File: src/rtl/unified_mem_arbiter_pkg.sv
// Shared definitions for the unified memory arbiter.
// Contents: FSM state encodings, the all-lanes byte select, the default
// ack timeout and the default bus widths.
package unified_mem_arbiter_pkg;

  typedef enum logic [1:0] {
    ARB_IDLE  = 2'd0,
    ARB_DATA  = 2'd1,
    ARB_FETCH = 2'd2
  } arbState_e;

  localparam logic [3:0] ArbSelAll            = 4'b1111;
  localparam int         ArbAckTimeoutDefault = 255;
  localparam int         BusAddrW             = 32;
  localparam int         BusDataW             = 32;

endpackage

File: src/rtl/unified_mem_arbiter_if.sv
// External single-port memory bus.
// Signals:
//   bus_req   transaction active           (master -> slave)
//   bus_we    write enable                 (master -> slave)
//   bus_sel   byte lanes                   (master -> slave)
//   bus_addr  address                      (master -> slave)
//   bus_wdata write data                   (master -> slave)
//   bus_rdata read data, valid with ack    (slave  -> master)
//   bus_ack   transaction complete         (slave  -> master)
//   bus_err   one-cycle timeout pulse      (master -> slave/observer)
interface unified_mem_arbiter_if
  import unified_mem_arbiter_pkg::*;
#(
  parameter int ADDR_W = BusAddrW,
  parameter int DATA_W = BusDataW
);
  logic              bus_req;
  logic              bus_we;
  logic [3:0]        bus_sel;
  logic [ADDR_W-1:0] bus_addr;
  logic [DATA_W-1:0] bus_wdata;
  logic [DATA_W-1:0] bus_rdata;
  logic              bus_ack;
  logic              bus_err;

  modport master (
    output bus_req, bus_we, bus_sel, bus_addr, bus_wdata, bus_err,
    input  bus_rdata, bus_ack
  );

  modport slave (
    input  bus_req, bus_we, bus_sel, bus_addr, bus_wdata, bus_err,
    output bus_rdata, bus_ack
  );
endinterface

File: src/rtl/unified_mem_arbiter_timeout_ctr.sv
// Loadable cycle counter with clear and a terminal flag.
// Ports:
//   clk, rst  clock, synchronous active-high reset
//   clr       clear count to zero (wins over load/en)
//   load      load loadVal
//   loadVal   value to load
//   en        count one cycle
//   term      count has reached LIMIT-1, i.e. the current enabled cycle
//             is the LIMIT-th one since the last clear
module unified_mem_arbiter_timeout_ctr #(
  parameter int LIMIT = 255,
  parameter int W     = $clog2(LIMIT + 1)
) (
  input  logic         clk,
  input  logic         rst,
  input  logic         clr,
  input  logic         load,
  input  logic [W-1:0] loadVal,
  input  logic         en,
  output logic         term
);
  logic [W-1:0] count;

  assign term = (count == W'(LIMIT - 1));

  always_ff @(posedge clk) begin
    if (rst || clr) begin
      count <= '0;
    end else if (load) begin
      count <= loadVal;
    end else if (en && !term) begin
      count <= count + 1'b1;
    end
  end
endmodule

File: src/rtl/unified_mem_arbiter.sv
// Arbiter sharing one single-port memory bus between the instruction-fetch
// port and the load/store port. Each pipeline step serves at most one data
// access and then one fetch; stallreq holds the pipeline until both are done.
// Ports:
//   clk, rst            clock, synchronous active-high reset
//   if_ce, if_addr      fetch request and pc
//   if_inst             fetched instruction (registered)
//   d_ce, d_we, d_sel,  data request: enable, store flag, byte lanes,
//   d_addr, d_wdata     address, store data
//   d_rdata             load data (registered)
//   stallreq            pipeline stall request
//   bus                 external memory bus (master side)
module unified_mem_arbiter
  import unified_mem_arbiter_pkg::*;
#(
  parameter int ADDR_W      = BusAddrW,
  parameter int DATA_W      = BusDataW,
  parameter int ACK_TIMEOUT = ArbAckTimeoutDefault
) (
  input  logic                    clk,
  input  logic                    rst,
  input  logic                    if_ce,
  input  logic [ADDR_W-1:0]       if_addr,
  output logic [DATA_W-1:0]       if_inst,
  input  logic                    d_ce,
  input  logic                    d_we,
  input  logic [3:0]              d_sel,
  input  logic [ADDR_W-1:0]       d_addr,
  input  logic [DATA_W-1:0]       d_wdata,
  output logic [DATA_W-1:0]       d_rdata,
  output logic                    stallreq,
  unified_mem_arbiter_if.master   bus
);
  localparam int ToW = $clog2(ACK_TIMEOUT + 1);

  arbState_e         state;
  logic              dDone;
  logic              iDone;
  logic [DATA_W-1:0] ifInst;
  logic [DATA_W-1:0] dRdata;
  logic              busErr;

  logic              dPend;
  logic              iPend;
  logic              busy;
  logic              toTerm;
  logic              done;
  logic              toFire;
  logic [DATA_W-1:0] rdVal;

  assign dPend    = d_ce & ~dDone;
  assign iPend    = if_ce & ~iDone;
  assign stallreq = dPend | iPend;
  assign busy     = (state != ARB_IDLE);

  // A timeout completes the transaction exactly like an ack, but with the
  // read data forced to zero so stale bus values never reach the pipeline.
  assign done   = busy & (bus.bus_ack | toTerm);
  assign toFire = busy & ~bus.bus_ack & toTerm;
  assign rdVal  = bus.bus_ack ? bus.bus_rdata : '0;

  assign if_inst     = ifInst;
  assign d_rdata     = dRdata;
  assign bus.bus_err = busErr;

  unified_mem_arbiter_timeout_ctr #(
    .LIMIT (ACK_TIMEOUT),
    .W     (ToW)
  ) uTimeout (
    .clk     (clk),
    .rst     (rst),
    .clr     (~busy | done),
    .load    (1'b0),
    .loadVal ('0),
    .en      (busy & ~bus.bus_ack),
    .term    (toTerm)
  );

  always_ff @(posedge clk) begin
    if (rst) begin
      state  <= ARB_IDLE;
      dDone  <= 1'b0;
      iDone  <= 1'b0;
      ifInst <= '0;
      dRdata <= '0;
      busErr <= 1'b0;
    end else begin
      busErr <= toFire;
      // Step boundary: nothing left to do, so re-arm both requesters.
      if (!stallreq) begin
        dDone <= 1'b0;
        iDone <= 1'b0;
      end
      case (state)
        ARB_IDLE: begin
          if (dPend) begin
            state <= ARB_DATA;
          end else if (iPend) begin
            state <= ARB_FETCH;
          end
        end
        ARB_DATA: begin
          if (done) begin
            if (!d_we) begin
              dRdata <= rdVal;
            end
            dDone <= 1'b1;
            state <= iPend ? ARB_FETCH : ARB_IDLE;
          end
        end
        ARB_FETCH: begin
          if (done) begin
            ifInst <= rdVal;
            iDone  <= 1'b1;
            state  <= ARB_IDLE;
          end
        end
        default: state <= ARB_IDLE;
      endcase
    end
  end

  always_comb begin
    bus.bus_req   = 1'b0;
    bus.bus_we    = 1'b0;
    bus.bus_sel   = 4'b0000;
    bus.bus_addr  = '0;
    bus.bus_wdata = '0;
    case (state)
      ARB_DATA: begin
        bus.bus_req   = 1'b1;
        bus.bus_we    = d_we;
        bus.bus_sel   = d_sel;
        bus.bus_addr  = d_addr;
        bus.bus_wdata = d_wdata;
      end
      ARB_FETCH: begin
        bus.bus_req  = 1'b1;
        bus.bus_sel  = ArbSelAll;
        bus.bus_addr = if_addr;
      end
      default: ;
    endcase
  end
endmodule

File: src/flat_wrapper.sv
// flat-port wrapper written by rule: the top's interface ports become plain ports
module unified_mem_arbiter_flat import unified_mem_arbiter_pkg::*;
#(
  parameter int ADDR_W      = BusAddrW,
  parameter int DATA_W      = BusDataW,
  parameter int ACK_TIMEOUT = ArbAckTimeoutDefault
)
  (clk, rst, if_ce, if_addr, if_inst, d_ce, d_we, d_sel, d_addr, d_wdata, d_rdata, stallreq, bus_bus_req, bus_bus_we, bus_bus_sel, bus_bus_addr, bus_bus_wdata, bus_bus_err, bus_bus_rdata, bus_bus_ack);
  unified_mem_arbiter_if #(.ADDR_W(ADDR_W), .DATA_W(DATA_W)) bus_i ();
  input  logic clk;
  input  logic rst;
  input  logic if_ce;
  input  logic [ADDR_W-1:0] if_addr;
  output logic [DATA_W-1:0] if_inst;
  input  logic d_ce;
  input  logic d_we;
  input  logic [3:0] d_sel;
  input  logic [ADDR_W-1:0] d_addr;
  input  logic [DATA_W-1:0] d_wdata;
  output logic [DATA_W-1:0] d_rdata;
  output logic stallreq;
  output wire logic [$bits(bus_i.bus_req)-1:0] bus_bus_req;
  output wire logic [$bits(bus_i.bus_we)-1:0] bus_bus_we;
  output wire logic [$bits(bus_i.bus_sel)-1:0] bus_bus_sel;
  output wire logic [$bits(bus_i.bus_addr)-1:0] bus_bus_addr;
  output wire logic [$bits(bus_i.bus_wdata)-1:0] bus_bus_wdata;
  output wire logic [$bits(bus_i.bus_err)-1:0] bus_bus_err;
  input wire logic [$bits(bus_i.bus_rdata)-1:0] bus_bus_rdata;
  input wire logic [$bits(bus_i.bus_ack)-1:0] bus_bus_ack;
  assign bus_bus_req = bus_i.bus_req;
  assign bus_bus_we = bus_i.bus_we;
  assign bus_bus_sel = bus_i.bus_sel;
  assign bus_bus_addr = bus_i.bus_addr;
  assign bus_bus_wdata = bus_i.bus_wdata;
  assign bus_bus_err = bus_i.bus_err;
  assign bus_i.bus_rdata = bus_bus_rdata;
  assign bus_i.bus_ack = bus_bus_ack;
  unified_mem_arbiter #(.ADDR_W(ADDR_W), .DATA_W(DATA_W), .ACK_TIMEOUT(ACK_TIMEOUT)) u_core (.clk(clk), .rst(rst), .if_ce(if_ce), .if_addr(if_addr), .if_inst(if_inst), .d_ce(d_ce), .d_we(d_we), .d_sel(d_sel), .d_addr(d_addr), .d_wdata(d_wdata), .d_rdata(d_rdata), .stallreq(stallreq), .bus(bus_i));
endmodule
File: config.mk
export PLATFORM = sky130hd
export DESIGN_NAME = unified_mem_arbiter_flat
export DESIGN_NICKNAME = d
export VERILOG_FILES = /design/src/rtl/unified_mem_arbiter_pkg.sv /design/src/rtl/unified_mem_arbiter_if.sv /design/src/rtl/unified_mem_arbiter_timeout_ctr.sv /design/src/rtl/unified_mem_arbiter.sv /design/src/flat_wrapper.sv
export SDC_FILE = /design/constraint.sdc
export NUM_CORES = 1
export LEC_CHECK = 0
export ABC_AREA = 1
export CAP_MARGIN = 20
export CELL_PAD_IN_SITES_DETAIL_PLACEMENT = 0
export CELL_PAD_IN_SITES_GLOBAL_PLACEMENT = 1
export CORE_ASPECT_RATIO = 1.75
export CORE_MARGIN = 4
export CORE_UTILIZATION = 25
export CTS_CLUSTER_DIAMETER = 150
export DETAILED_ROUTE_END_ITERATION = 7
export PLACE_DENSITY_LB_ADDON = 0.1
export SYNTH_ARGS = -nofsm -noshare
export SYNTH_HDL_FRONTEND = slang
export SYNTH_SLANG_ARGS = --single-unit
File: constraint.sdc
create_clock -name clk -period 4.2 [get_ports clk]
set_input_delay 0.84 -clock clk [delete_from_list [all_inputs] [get_ports clk]]
set_output_delay 0.84 -clock clk [all_outputs]
set_load 0.05 [all_outputs]
Word level (Yosys, flattened, before mapping)
Cells that the tools add are included.
{"block": "word_totals", "reg_bits": 77, "inputBits": 138, "wordCells": 54}
{"block": "classes", "addsub": 1, "n_eq_ne": 6, "n_mux": 18, "bitwise": 13, "n_reduce_logical": 9}
{"operator": "two-way mux 32 bit", "n": 2}
{"operator": "one-hot mux 32 bit (2 select lines)", "n": 1}
{"operator": "two-way mux 2 bit", "n": 5}
{"operator": "adder 8 x 1 -> 8 bit (second input constant)", "n": 1}
{"operator": "equality test 8 bit (second input constant)", "n": 1}
{"operator": "two-way mux 1 bit", "n": 8}
{"operator": "one-hot mux 4 bit (2 select lines)", "n": 1}
{"operator": "one-hot mux 2 bit (3 select lines)", "n": 1}
{"operator": "AND reduction 3 bit", "n": 2}
{"operator": "AND 1 bit", "n": 5}
{"operator": "NOT 1 bit", "n": 5}
{"operator": "inequality test 2 x 1 -> 1 bit (second input constant)", "n": 2}
{"operator": "inequality test 3 x 1 -> 1 bit (second input constant)", "n": 1}
{"operator": "bitwise OR 1 bit", "n": 3}
{"operator": "equality test 2 x 1 -> 1 bit (second input constant)", "n": 1}
{"operator": "equality test 2 bit (second input constant)", "n": 1}
{"operator": "logical NOT 2 bit", "n": 1}
{"operator": "AND reduction 2 bit", "n": 1}
{"operator": "nonzero test 2 bit", "n": 1}
{"operator": "OR reduction 2 bit", "n": 1}
{"operator": "logical AND 1 bit", "n": 1}
{"operator": "logical NOT 1 bit", "n": 1}
{"operator": "logical OR 1 bit", "n": 1}

Depth between registers and ports, before layout
Gate-level depths: netlist (run 1).
{"block": "depth", "depth_word": 6, "mapped_depth": 11, "mapped_depth_nobuf": 11}

Modules after synthesis
Synthesis (run 1) repeated with hierarchy kept, for this count alone.
{"block": "unflattened", "hier_cells": 699, "area_unflattened_um2": 4190.3}
{"mod": "unified_mem_arbiter", "instances": 1, "cells_each": 603, "area_each_um2": 3598.5}
{"mod": "unified_mem_arbiter_timeout_ctr", "instances": 1, "cells_each": 96, "area_each_um2": 591.8}

Worst setup path before layout (run 1)
OpenSTA, ideal clock, no wires.
{"block": "synth_timing", "path_type": "register -> output", "from": "reg u_core.state[0]", "to": "out bus_bus_addr[0]", "t_arrival_ns": 2.121, "setup_slack_ns": 1.239, "stages_incl_launch_ff": 6, "n_path_buf": 1, "path_cell_list": "dfxtp_1 inv_1 ha_1 inv_1 clkbuf_1 a21oi_1"}
{"block": "synth_between", "elab_chain_len": 2, "elab_cells_between_ends": 3, "classes_between": "eq/ne (2); mux (1)"}
{"item": "from (decl)", "line": "unified_mem_arbiter.sv:36", "text": "arbState_e state;"}
{"item": "from (signal assigned)", "line": "unified_mem_arbiter.sv:108", "text": "state <= iPend ? ARB_FETCH : ARB_IDLE;"}
{"item": "equality test 2 bit / equality test 2 x 1 -> 1 bit (equally long branches)", "line": "unified_mem_arbiter.sv:129", "text": "case (state)"}
{"item": "one-hot mux 32 bit (2 select lines) *", "line": "unified_mem_arbiter.sv:129"}
{"item": "to (decl)", "line": "flat_wrapper.sv:25", "text": "output wire logic [$bits(bus_i.bus_addr)-1:0] bus_bus_addr;"}
Every way passes the cells marked *; elsewhere a longest branch is shown, timed or not.

Worst setup path in the final report (run 1)
{"block": "layout_timing", "from": "reg u_core.state[0]", "to": "out bus_bus_addr[25]"}
Same word-level chain as after synthesis.

==> results, run 1 <==
- In the final layout, the share of cells above drive strength 1 is about 4%.
- In this run the deepest clock path goes through 2 buffers.
- The wire length of the first global-routing pass is 28000 um.
- The global placer's final weighted congestion is a little over 0.9.
- Hold timing on the final database bottoms out at a slack of 0.461 ns.
- At the later pin of the worst-skew pair, clock insertion delay measures 0.34 ns.
- The setup slack after layout is 0.590 ns.
- Along the worst path, the maximum fanout reaches 23.
- The post-layout total power is between 3 and 4 mW.
- The final core utilization is a little under half.
- The worst clock skew is approximately 0.0064 ns.
- For this configuration, the core starts out at a cell density of 25.5%.
- The clock tree synthesis step divided the H-tree into 3 levels.
- Global routing finished with a remaining overflow of 0.
- STA classifies the critical path startpoint as a flop.
- The sequential-to-total area share from yosys stat is 36.7%.
- The floorplan step set the die height to between 150 and 200 um.
- The commonest non-fill, non-tap cell in the layout is sky130_fd_sc_hd__clkdlybuf4s50_1.
- Yosys attributes the largest share of cell area to sky130_fd_sc_hd__dfxtp_1, sky130_fd_sc_hd__nand2_1, sky130_fd_sc_hd__a21oi_1.
- The detailed router finished its first iteration with 192 violations.
- VDD sags by at most 0.200 mV.
- In the layout the commonest cells are sky130_fd_sc_hd__clkdlybuf4s50_1, sky130_fd_sc_hd__nand2_1, sky130_fd_sc_hd__inv_1.
- The smallest clock period supported by the final layout is computed as 3.61 ns.
- The number of failing setup endpoints in the final timing report is 0.
- TritonCTS created 9 clock buffers.
- In the final timing run, aggregate negative setup slack is 0 ns.
- In the routed layout, each cell is associated on average with a via count of 4.39.
- The post-detailed-placement cell area is 7070 um^2.
- The number of antenna violations at the first check in global routing is 0.
- The number of buffers added to fix hold violations after cts is 0.
- For the worst setup path, the data arrival time is roughly 2.8 ns.
- From left edge to right edge, the die measures 106 um.
- Summed over its instances, the top area cell type makes up 36.7% of the synthesized netlist area.
- Across every metal layer, demand over resource in global routing totals 18.4%.
- The yosys synthesis warning count is 0.
- The tree built by TritonCTS fans out to 77 sinks.
- The register area is 1540 um^2.
- Max-cap violations in this run came to 0.
- The total non-filler cell area in the finished layout is 7420 um^2.
- The min-delay analysis places its worst path in the category flop to flop.
- After detailed routing, the average wire length per cell comes to 15.7 um.
- The sequential power share is between 20% and 30%.
- The clock-pin slew on the worst setup and hold paths is 0.06 ns.
- The max-slew violation count is 0.
- Derived from the worst setup path, the maximum achievable clock frequency is 277 MHz.
- The pin count of the biggest net entering global routing is 50.
- The routed wire length is 18200 um.
- Internal power comes to around 1.8 mW.
- The synthesized design spends more area on one cell type than any other, namely sky130_fd_sc_hd__dfxtp_1.
- The number of placed cells counting well taps is 1144.
- Synthesis produced a netlist with a net count of about 830.
- In the synthesized netlist, the number of instances is 686.
- The combinational share of power is 52.0%.
- The area of the core region is approximately 16000 um^2.
- The number of detailed-routing iterations run before antenna repair is 4.
- The cell area after synthesis is 4200 um^2.
- After filler insertion, the fill cell instance count of the layout stands at about 1700.
- The synthesized design contains a little under 80 register bits.
- The area taken by multi-input logic gates is 2050 um^2.
- The worst reg-to-reg path cell count is 9.
- During I/O placement, the number of pins put on the boundary was 274.
- The post-CTS setup-driven buffer insertion count is 0.
- The number of cells on the worst hold path is 2.
- TritonCTS built the clock tree.
- The share of flip-flops with an asynchronous set or reset after synthesis is 0%.
- The kind of end point of the critical path is an output pin.
- The transition time of the tightest slew-check pin is 0.637 ns.
- The post-cts sizing count is 0.
- The analysis attributes to net switching a power of between 1.5 and 2 mW.
- The leading register cell type out of synthesis is sky130_fd_sc_hd__dfxtp_1.
- The average cell area after synthesis is between 6 and 7 um^2.
- The final worst-path cycle share is a little under nine tenths.
- The total vias in the final route is 5101.
- The relative max-transition margin is 57.4%.
- The number of global-route vias before repair is 4998.
- The worst slack after detailed placement is 0.934 ns.
- The kind of critical path is flop to output pin.
- The area growth from synthesis to final layout is 76.6%.
- The number of different library cells used by synthesis comes to 23.
- The initialized floorplan defines 62 standard-cell rows.
- The clock root buffer is sky130_fd_sc_hd__clkbuf_16.
- The flow ran to the end, and the final reports show no timing, DRC or antenna violations.
- The count of input and output buffers is 273.
- The die covers 19000 um^2.
- Dividing total power by cell area gives a power density of 458 nW/um^2.
- After detailed routing, the number of remaining DRC violations is 0.
- Data on the critical path is required at its endpoint by 3.36 ns.
- The detail route stage leaves a number of antenna-violating nets equal to 0.
- The clock power share is between 20% and 30%.
- The count of cells in the finished layout, fillers not included, comes to approximately 1200.
- The leakage power is 3.14 nW.
- The total count of hold-check failures in the final report is 0.
- Net switching is 46.3% of the power.
- The detailed placer's ending HPWL is 13900 um.
- The net count of the finished layout is 1075.
- The number of antenna repair diodes is 0.
- The count of flip-flops with a built-in enable after synthesis is 0.
- Setup repair after global routing left no endpoint under its margin.
==> path summary, 6_finish.rpt <==
kind / start / end / slack (ns)
max: u_core.state[0] / bus_bus_addr[25] / 0.59
min reg2reg: u_core.d_rdata[2] / u_core.d_rdata[2] / 0.46
max reg2reg: u_core.uTimeout.count[0] / u_core.d_rdata[7] / 1.93
min: u_core.d_rdata[2] / u_core.d_rdata[2] / 0.46
==> flip-flops by register name, summed over array words and instances (netlist names) <==
register               flops
u_core.iDone               1
u_core.state               2
u_core.uTimeout.count      8
u_core.dDone               1
u_core.bus.bus_err         1
u_core.if_inst            32
u_core.d_rdata            32
==> metal layers <==
| layer | global-route usage, % | vias to the layer above | part of all wire (%) |
|---|---|---|---|
| met5 | 0 | - | 0 |
| met4 | 5.81 | 0 | 2.6 |
| met3 | 4.74 | 24 | 6.3 |
| met2 | 34.3 | 166 | 53 |
| met1 | 20.0 | 2295 | 38 |
| li1 | - | 2616 | - |
==> logic make-up (layout without fill, tap and decap cells) <==
group	after synthesis	after routing	share of synthesized area [%]
AO/OA/AOI/OAI	97	97	11.6
buffers and inverters	155	406	14.5
AND/OR/NAND/NOR	349	349	35.1
flip-flops	77	77	36.7
XOR/XNOR	3	3	0.626
adder cells (fa/ha/maj)	5	5	1.49
==> critical path: stages (launching register included) <==
cell and delay, ns:
sky130_fd_sc_hd__dfxtp_1 0.33, sky130_fd_sc_hd__inv_1 0.08, sky130_fd_sc_hd__ha_2 0.54, sky130_fd_sc_hd__buf_4 0.37
sky130_fd_sc_hd__nand2_1 0.08, sky130_fd_sc_hd__a21oi_1 0.14, sky130_fd_sc_hd__clkdlybuf4s50_1 0.88
==> power by group through the flow <==
stage               Sequential, mW  Clock, mW  Combinational (mW)
floorplan                    0.941          0                1.01
CTS                          0.805      0.852                1.78
global route                 0.810      0.880                1.88
global placement             0.819          0                1.76
detailed placement           0.821          0                1.78
finish                       0.804      0.825                1.77
==> cells in the mapped netlist, drive strengths merged, types with 3 or more instances <==
| cell | count |
|---|---|
| clkbuf | 22 |
| xor2 | 3 |
| buf | 26 |
| ha | 5 |
| nand4 | 42 |
| nor2 | 57 |
| nand3 | 7 |
| a21oi | 93 |
| dfxtp | 77 |
| o21ai | 3 |
| nand2 | 240 |
| inv | 107 |
==> area by class of cell <==
class / count / share of cell area (%)
clock buffer: 11 / 3.41
multi-input combinational: 454 / 27.7
clock inverter: 5 / 0.860
inverter: 107 / 5.41
timing repair buffer: 283 / 38.1
tap: 224 / 3.78
sequential: 77 / 20.8
Note: power is estimated with default switching activity, not from simulation.
==> run 2: changes to the inputs <==
--- a/config.mk
+++ b/config.mk
@@ -14,7 +14,7 @@
 export CORE_UTILIZATION = 25
 export CTS_CLUSTER_DIAMETER = 150
 export DETAILED_ROUTE_END_ITERATION = 7
-export PLACE_DENSITY_LB_ADDON = 0.1
+export PLACE_DENSITY_LB_ADDON = 0.3
 export SYNTH_ARGS = -nofsm -noshare
 export SYNTH_HDL_FRONTEND = slang
 export SYNTH_SLANG_ARGS = --single-unit
==> results, run 2 (same netlist as run 1, synthesis figures left out) <==
- The worst slack after detailed placement is 0.966 ns (was 0.934 ns).
- The post-layout minimum cycle time is 3.47 ns (was 3.61 ns).
- The relative max-transition margin is 50.1% (was 57.4%).
- The kind of critical path is flop to output pin (unchanged).
- The number of antenna violations at the first check in global routing is 0 (unchanged).
- The number of detailed-routing iterations run before antenna repair is 5 (was 4).
- The total vias in the final route came to 4981 (was 5101).
- The number of failing setup endpoints in the final timing report came to 0 (unchanged).
- The clock root buffer is sky130_fd_sc_hd__clkbuf_16 (unchanged).
- The net switching fraction of the power is 46.2% (was 46.3%).
- Setup repair after global routing missed its margin: no (unchanged).
- The placement row count is 62 (unchanged).
- The number of DRC violations after detailed-routing iteration 0 is 195 (was 192).
- The clock tree from TritonCTS was yes (unchanged).
- The detailed-route DRC error count is 0 (unchanged).
- The number of buffers added to fix hold violations after cts is 0 (unchanged).
- The post-cts sizing count was 0 (unchanged).
- The tightest hold margin is 0.460 ns (was 0.461 ns).
- The routed wire length on met2 is 9210 um (was 9680 um).
- The number of placed cells counting well taps came to 1147 (was 1144).
- The area taken by multi-input logic gates is 2050 um^2 (unchanged).
- The deepest clock path buffer count was 2 (unchanged).
- The post-route non-filler standard cell count came to 1162 (was 1161).
- The max-slew violation count was 0 (unchanged).
- The height of the die is 179 um (unchanged).
- The wire length of the first global-routing pass is 27700 um (was 28000 um).
- The routed via count divided by cell count is 4.29 (was 4.39).
- The sum of met3 wire segment lengths after detailed routing came to 1070 um (was 1140 um).
- The highest clock frequency the design can meet came to 289 MHz (was 277 MHz).
- The number of nets in the finished design is 1078 (was 1075).
- The floorplan die width is 106 um (unchanged).
- The number of sinks driven by the clock tree is 77 (unchanged).
- The area of the core region was 16400 um^2 (unchanged).
- The transition time of the tightest slew-check pin is 0.744 ns (was 0.637 ns).
- The proportion of layout cells with a drive suffix above 1 was 4.05% (was 3.95%).
- The global placer's final weighted congestion is 0.865 (was 0.907).
- The total count of hold-check failures in the final report is 0 (unchanged).
- The cell seen most often among critical-path stages is sky130_fd_sc_hd__inv_1.
- The clock insertion delay at the later pin of the skew report was 0.33 ns (was 0.34 ns).
- The sequential power share is 24.1% (was 23.7%).
- The post-layout total power is 3.34 mW (was 3.39 mW).
- The final worst-path cycle share is 82.5% (was 85.9%).
- The critical hold path startpoint is u_core.uTimeout.count[0] (was u_core.d_rdata[2]).
- The count of buffer and inverter cells on the critical path came to 4 (was 3).
- The required time of the worst setup path is 3.36 ns (about the same).
- The filler cell count in the final layout is 1766 (was 1739).
- The peak supply drop came to 0.168 mV (was 0.200 mV).
- The effective utilization at floorplan is 25.5% (unchanged).
- The clock power share is 22.3% (was 24.3%).
- The data arrival time of the critical path is 2.63 ns (was 2.77 ns).
- The terminus of the critical flop-to-flop path is u_core.d_rdata[26] (was u_core.d_rdata[7]).
- The routed length per instance was 15.5 um (was 15.7 um).
- The clock-pin slew on the worst setup and hold paths is 0.06 ns (about the same).
- The number of antenna repair diodes is 0 (unchanged).
- The commonest non-fill, non-tap cell in the layout is sky130_fd_sc_hd__clkdlybuf4s50_1 (unchanged).
- The die area is 19000 um^2 (unchanged).
- The post-detailed-placement cell area is 7100 um^2 (was 7070 um^2).
- The start point of the critical path is u_core.state[1] (was u_core.state[0]).
- The number of maximum-capacitance constraint violations is 0 (unchanged).
- The number of global-route vias before repair is 4772 (was 4998).
- The antenna violation net count after detailed routing is 0 (unchanged).
- The kind of end point of the critical path is an output pin (unchanged).
- The highest layer used for signal routing is met4 (unchanged).
- The global routing usage summed across all routing layers is 18.6% (was 18.4%).
- The count of boundary I/O pins is 274 (unchanged).
- The final core utilization is 45.0% (was 45.1%).
- The flop-to-flop setup slack is 1.61 ns (was 1.93 ns).
- The detailed placer's ending HPWL is 13500 um (was 13900 um).
- The cell at the slowest stage of the critical path is sky130_fd_sc_hd__clkdlybuf4s50_1 (unchanged).
- The largest incremental delay on the critical path is 0.84 ns (was 0.88 ns).
- The hold path endpoint is u_core.uTimeout.count[0] (was u_core.d_rdata[2]).
- Most frequent cells in the layout: sky130_fd_sc_hd__clkdlybuf4s50_1, sky130_fd_sc_hd__nand2_1, sky130_fd_sc_hd__inv_1 (unchanged).
- Status: completed (unchanged).
- The number of cells on the worst hold path came to 1 (was 2).
- The H-tree depth is 3 (unchanged).
- The area growth from synthesis to final layout is 76.4% (was 76.6%).
- The pin count of the biggest net entering global routing came to 50 (unchanged).
- The routed length on met1 is 7000 um (was 6900 um).
- The combinational share of power is 53.5% (was 52.0%).
- The launching point of the worst reg2reg path is u_core.state[1] (was u_core.uTimeout.count[0]).
- The setup slack after layout is 0.735 ns (was 0.590 ns).
- The worst-path maximum fanout was 20 (was 23).
- The largest delay contributor family on the critical path is buffers and inverters (unchanged).
- The worst clock skew is 0.00389 ns (was 0.00643 ns).
- The power density over the cells came to 450 nW/um^2 (was 458 nW/um^2).
- The post-CTS setup-driven buffer insertion count is 0 (unchanged).
- The count of input and output buffers is 273 (unchanged).
- The total negative slack for setup checks was 0 ns (unchanged).
- The net switching power figure was 1.54 mW (was 1.57 mW).
- The number of buffers created by CTS is 9 (unchanged).
- The worst reg-to-reg path cell count was 9 (unchanged).
- The worst hold path class is flop to flop (unchanged).
- The internal power is 1.79 mW (was 1.82 mW).
- The leakage power is 3.14 nW (about the same).
- The total non-filler cell area in the finished layout is 7410 um^2 (was 7420 um^2).
- The launching element type of the critical path is a flop (unchanged).
- The aggregate global routing overflow was 0 (unchanged).
- The register area is 1540 um^2 (unchanged).
- Critical-path cell list: inv_1, ha_1, inv_1, buf_4, a21oi_1, clkdlybuf4s50_1 (was inv_1, ha_2, buf_4, nand2_1, a21oi_1, clkdlybuf4s50_1).
- The routed wire length is 18000 um (was 18200 um).
[run 2: changes by cell type in the layout (fill, tap and decap cells not counted), sizes merged]
cell and change:
inv -4, buf +3, clkbuf +2, clkinv +2, bufinv -1, clkinvlp -1
[run 2: area by class of cell]
class	count	share of cell area, %
timing repair buffer	286	38.4
sequential	77	20.8
clock inverter	1	0.0676
tap	224	3.78
inverter	107	5.42
multi-input combinational	454	27.7
clock buffer	13	3.78
[run 2: worst max-delay path by stage]
stage | end | cells past startpoint
2_1_floorplan | bus_bus_addr[0] | 5
3_3_place_gp | bus_bus_addr[1] | 4
3_5_place_dp | bus_bus_addr[1] | 4
4_1_cts | bus_bus_addr[1] | 6
5_1_grt | bus_bus_addr[1] | 6
6_report | bus_bus_addr[1] | 6
[run 2: power by group through the flow]
stage	Clock (mW)	Combinational [mW]	Sequential, mW
floorplan	0	1.01	0.941
global placement	0	1.80	0.820
detailed placement	0	1.80	0.820
CTS	0.771	1.80	0.804
global route	0.794	1.91	0.811
finish	0.745	1.79	0.804
[run 2: layer usage]
layer / up-vias / global-route usage (%)
met5: - / 0
met4: 0 / 8.40
met3: 34 / 4.09
met2: 167 / 33.1
met1: 2161 / 20.9
li1: 2619 / -
